`src/rtl/elastic_skp_ctrl.sv`:
```
// Read-side elastic buffer controller: priming, SKP add/remove for clock compensation, over/underflow recovery.
// Optional SKP statistics counters are built when ELASTIC_SKP_STATS_EN is defined.
module elastic_skp_ctrl #(
    parameter int DEPTH    = 16,
    parameter int PRIME_TH = 8,
    parameter int HI_TH    = 12,
    parameter int LO_TH    = 4
) (
    input  logic                   CLK,
    input  logic                   Rst,
    input  logic [$clog2(DEPTH):0] Fill_Level,
    input  logic                   Rd_Sym_Com,
    input  logic                   Rd_Sym_Skp,
    output logic                   Rd_En,
    output logic                   Skp_Insert,
    output logic                   Rx_Data_Valid,
    output logic                   Flush,
    output logic                   Skp_Added,
    output logic                   Skp_Removed,
    output logic                   Overflow,
    output logic                   Underflow
`ifdef ELASTIC_SKP_STATS_EN
    ,
    output logic [7:0]             Skp_Add_Cnt,
    output logic [7:0]             Skp_Rem_Cnt
`endif
);

    localparam int FW = $clog2(DEPTH) + 1;
    localparam logic [FW-1:0] DEPTH_F    = FW'(DEPTH);
    localparam logic [FW-1:0] PRIME_TH_F = FW'(PRIME_TH);
    localparam logic [FW-1:0] HI_TH_F    = FW'(HI_TH);
    localparam logic [FW-1:0] LO_TH_F    = FW'(LO_TH);

    typedef enum logic [1:0] {
        FLUSH  = 2'd0,
        PRIME  = 2'd1,
        RUN    = 2'd2,
        SKP_OS = 2'd3
    } state_t;

    state_t state;
    state_t next_state;

    logic fill_over;
    logic fill_under;
    logic fill_nonzero;
    logic active;
    logic ovf_evt;
    logic unf_evt;
    logic rem_evt;
    logic add_evt;

    // Anything above DEPTH is a corrupted occupancy and is handled like a full buffer.
    assign fill_over    = (Fill_Level >= DEPTH_F);
    assign fill_under   = (Fill_Level == '0);
    assign fill_nonzero = !fill_under;
    assign active       = (state == RUN) || (state == SKP_OS);

    assign ovf_evt = !Rst && active && fill_over;
    assign unf_evt = !Rst && active && fill_under;
    assign rem_evt = !Rst && (state == SKP_OS) && Rd_Sym_Skp && !fill_over && !fill_under
                     && (Fill_Level >= HI_TH_F);
    assign add_evt = !Rst && (state == SKP_OS) && Rd_Sym_Skp && !fill_over && !fill_under
                     && (Fill_Level <= LO_TH_F) && (Fill_Level < HI_TH_F);

    always_ff @(posedge CLK) begin
        if (Rst) begin
            state <= FLUSH;
        end else begin
            state <= next_state;
        end
    end

    always_comb begin
        next_state = state;
        case (state)
            FLUSH: begin
                next_state = PRIME;
            end
            PRIME: begin
                if (Fill_Level >= PRIME_TH_F) begin
                    next_state = RUN;
                end
            end
            RUN: begin
                if (fill_over || fill_under) begin
                    next_state = FLUSH;
                end else if (Rd_Sym_Com) begin
                    next_state = SKP_OS;
                end
            end
            SKP_OS: begin
                // Only the first SKP after a COM may be adjusted, so always fall back to RUN.
                if (fill_over || fill_under) begin
                    next_state = FLUSH;
                end else begin
                    next_state = RUN;
                end
            end
            default: begin
                next_state = FLUSH;
            end
        endcase
    end

    always_comb begin
        Rd_En         = 1'b0;
        Skp_Insert    = 1'b0;
        Rx_Data_Valid = 1'b0;
        Flush         = Rst;
        if (!Rst) begin
            case (state)
                FLUSH: begin
                    Flush = 1'b1;
                end
                PRIME: begin
                    Flush = 1'b0;
                end
                RUN, SKP_OS: begin
                    if (rem_evt) begin
                        Rd_En = 1'b1;
                    end else if (add_evt) begin
                        Skp_Insert    = 1'b1;
                        Rx_Data_Valid = 1'b1;
                    end else begin
                        Rd_En         = fill_nonzero;
                        Rx_Data_Valid = fill_nonzero;
                    end
                end
                default: begin
                    Flush = 1'b1;
                end
            endcase
        end
    end

    // Event pulses trail the deciding cycle by one clock; the deciding terms are mutually exclusive.
    always_ff @(posedge CLK) begin
        if (Rst) begin
            Skp_Added   <= 1'b0;
            Skp_Removed <= 1'b0;
            Overflow    <= 1'b0;
            Underflow   <= 1'b0;
        end else begin
            Skp_Added   <= add_evt;
            Skp_Removed <= rem_evt;
            Overflow    <= ovf_evt;
            Underflow   <= unf_evt && !ovf_evt;
        end
    end

`ifdef ELASTIC_SKP_STATS_EN
    always_ff @(posedge CLK) begin
        if (Rst) begin
            Skp_Add_Cnt <= 8'd0;
            Skp_Rem_Cnt <= 8'd0;
        end else begin
            if (Skp_Added && (Skp_Add_Cnt != 8'hFF)) begin
                Skp_Add_Cnt <= Skp_Add_Cnt + 8'd1;
            end
            if (Skp_Removed && (Skp_Rem_Cnt != 8'hFF)) begin
                Skp_Rem_Cnt <= Skp_Rem_Cnt + 8'd1;
            end
        end
    end
`endif

endmodule

```
`config.mk`:
```
export PLATFORM = sky130hd
export DESIGN_NAME = elastic_skp_ctrl
export DESIGN_NICKNAME = d
export VERILOG_FILES = /design/src/rtl/elastic_skp_ctrl.sv
export SDC_FILE = /design/constraint.sdc
export NUM_CORES = 1
export LEC_CHECK = 0
export CAP_MARGIN = 20
export CORE_AREA = 2 2 39 41
export CTS_CLUSTER_DIAMETER = 200
export DETAILED_ROUTE_END_ITERATION = 8
export DIE_AREA = 0 0 41 43
export HOLD_SLACK_MARGIN = 0.08
export PLACE_DENSITY = 0.53
export SKIP_CTS_REPAIR_TIMING = 1
export SYNTH_ARGS = -nofsm -noshare
export SYNTH_HDL_FRONTEND = slang
export SYNTH_SLANG_ARGS = --single-unit
```
`constraint.sdc`:
```
create_clock -name CLK -period 3.2 [get_ports CLK]
set_input_delay 0.64 -clock CLK [delete_from_list [all_inputs] [get_ports CLK]]
set_output_delay 0.64 -clock CLK [all_outputs]
set_load 0.05 [all_outputs]
```
==> flow_metrics.tcl <==
set metrics [dict create \
    status "finished clean" \
    drtIter0Drc 8 \
    numCtsBuffers 3 \
    grt_first_pass_wirelength_um 986 \
    worstHoldEndpoint "Skp_Removed" \
    ys_seq_elements 6 \
    setup_ws_ns 0.4692 \
    fillCellCount 157 \
    synth_nets 42 \
    final_cell_mix "clkdlybuf4s50_1 (13), nor2_1 (7), dfxtp_1 (6)" \
    hold_ws_ns 0.5373 \
    finalWeightedCongestion 0.8010 \
    skew_ns 0.001416 \
    fmax_mhz 366.2 \
    cts-root-buf "clkbuf_4" \
    grt_pass1_vias 264 \
    cts_tree "done" \
    crit_path_end_kind "primary output" \
    ys_warn_count 0 \
    fp.dieW_um 41 \
    drt_wl_total_um 625 \
    placed_area_um2 466.7 \
    regToRegStartpoint "state[1]" \
    r2r_end "Skp_Added" \
    num_rows 14 \
    coreArea_um2 1384 \
    synthesis.area_um2 275.3 \
    synth_fa_ha_area_share_pct 0 \
    fin_setup_tns_ns 0 \
    rsz0062_at_grt "no" \
    die-height_um 43 \
    die-area_um2 1763 \
    io_buffers 16 \
    synthMuxAreaShare_pct 0 \
    antenna_found_initial 0 \
    hold_depth 2 \
    cp_max_fo 4 \
    worstMarginPinSlew_ns 0.4892 \
    finalCritPeriodShare_pct 85.34 \
    drcViolationCount 0 \
    worstSetupPathType "in2out" \
    avgSynthCellArea_um2 8.341 \
    area_delta_synth_final_pct 77.73 \
    peakVddDrop_v 0.0001002 \
    dp_hpwl_um 483.7 \
    r2r_cells 3 \
    final_nets 63 \
    syn_inst 33 \
    slew_violations 0 \
    r2r_slack_ns 2.09 \
    track_usage_pct 9.054 \
    synthXorXnorAreaFrac_pct 0 \
    hold_viol 0 \
    dr.pass1.iters 3 \
    dr_total_vias 293 \
    wl_per_cell_um 9.191 \
    synth_cell_type_count 17 \
    slew_headroom_pct 67.29 \
    clk_path_buf_depth 2 \
    synth-seq-area-share_pct 43.64 \
    start_util_pct 19.89 \
    final_common_cell "clkdlybuf4s50_1" \
    overflow 0 \
    grt_max_degree 8 \
    clkLatencyLatePin_ns 0.24 \
    synth_simple_gate_area_share_pct 34.55 \
    drive_gt1_share_pct 15.38 \
    vias_per_cell 4.309 \
    place_ws_ns 0.4679 \
    hold_path.class "reg2reg" \
    ios 17 \
    cts_max_level 1 \
    fin_total_pwr_mw 0.1920 \
    startpoint_type "primary input" \
    finalInstanceArea_um2 489.2 \
    crit_required_ns 2.56 \
    cts_sinks 6 \
    crit_arrival_ns 2.09 \
    p_leak_nw 0.1842 \
    drv_cap 0 \
    path_clk_slew_ns 0.04 \
    powerDensity_nw_per_um2 392.6 \
    drtAntennaViolNets 0 \
    synth_compound_area_share_pct 19.09 \
    setup_viol 0 \
    synth_top_family_by_area "simple AND/OR/NAND/NOR gates" \
    fin_crit_ns 2.731 \
    hp-start "state[0]" \
    num_antenna_cells 0 \
]
## routing by layer
metal	routed length, um	global-route usage [%]	vias to the layer above	part of all wire, %
met2	289	9.063	10	46
met1	287	11.97	125	46
met5	0	0	-	0
met4	14	14.00	0	2.2
met3	33	1.571	2	5.3
li1	-	-	156	-
## worst max-delay path by stage
stage / startpoint / endpoint / slack [ns] / cells past startpoint
floorplan: Rst / Skp_Insert / 0.63 / 3
global placement: Rst / Flush / 0.48 / 3
detailed placement: Rst / Flush / 0.47 / 3
CTS: Rst / Flush / 0.46 / 3
global route: Rst / Skp_Insert / 0.42 / 5
finish: Rst / Flush / 0.47 / 3
## power by group
group	internal (mW)	switching (mW)
clock network	0.0423	0.0250
registers	0.0780	0.00314
logic	0.0203	0.0233
## per-stage QoR
| stage | util [%] | instances |
|---|---|---|
| 3_5_place_dp | 33.73 | 65 |
| 3_3_place_gp | 33.73 | 65 |
| 2_1_floorplan | - | 33 |
| 4_1_cts | 35.35 | 68 |
| 6_report | 35.35 | 68 |
| 5_1_grt | 35.35 | 68 |
## Yosys cell counts
cell type | n | area, um^2
a21oi_1 | 2 | 10.01
nor4b_1 | 2 | 17.52
a2bb2oi_1 | 1 | 8.760
dfxtp_1 | 6 | 120.1
or4_4 | 1 | 11.26
nand4_1 | 1 | 6.260
a32oi_1 | 1 | 8.760
inv_1 | 2 | 7.510
o21ai_0 | 2 | 10.01
or3_1 | 1 | 6.260
nand2_1 | 1 | 3.750
o21a_1 | 1 | 7.510
nand2b_1 | 2 | 12.51
nor2_1 | 7 | 26.28
o21bai_1 | 1 | 7.510
nor3_1 | 1 | 5.000
nor2b_1 | 1 | 6.260
## flip-flops by register name, indices dropped and copies added (netlist names)
signal       count
state            2
Skp_Added        1
Skp_Removed      1
Overflow         1
Underflow        1
## critical path, cell delays in order
cell and delay (ns):
clkdlybuf4s50_1 0.51, o21bai_1 0.13, clkdlybuf4s50_1 0.81
## layout make-up
type | count | area [um^2] | area share (%)
clock buffers | 3 | 22.52 | 4.604
flip-flops and latches | 6 | 120.1 | 24.55
inverters | 2 | 7.507 | 1.535
repair buffers | 16 | 165.2 | 33.76
multi-input cells | 25 | 153.9 | 31.46
well taps | 16 | 20.02 | 4.092
## logic make-up (layout without fill, tap and decap cells)
group / Yosys count / in the layout
flip-flops: 6 / 6
AO/OA/AOI/OAI: 8 / 8
AND/OR/NAND/NOR: 17 / 17
buffers and inverters: 2 / 21
(Power assumes the default switching activity.)
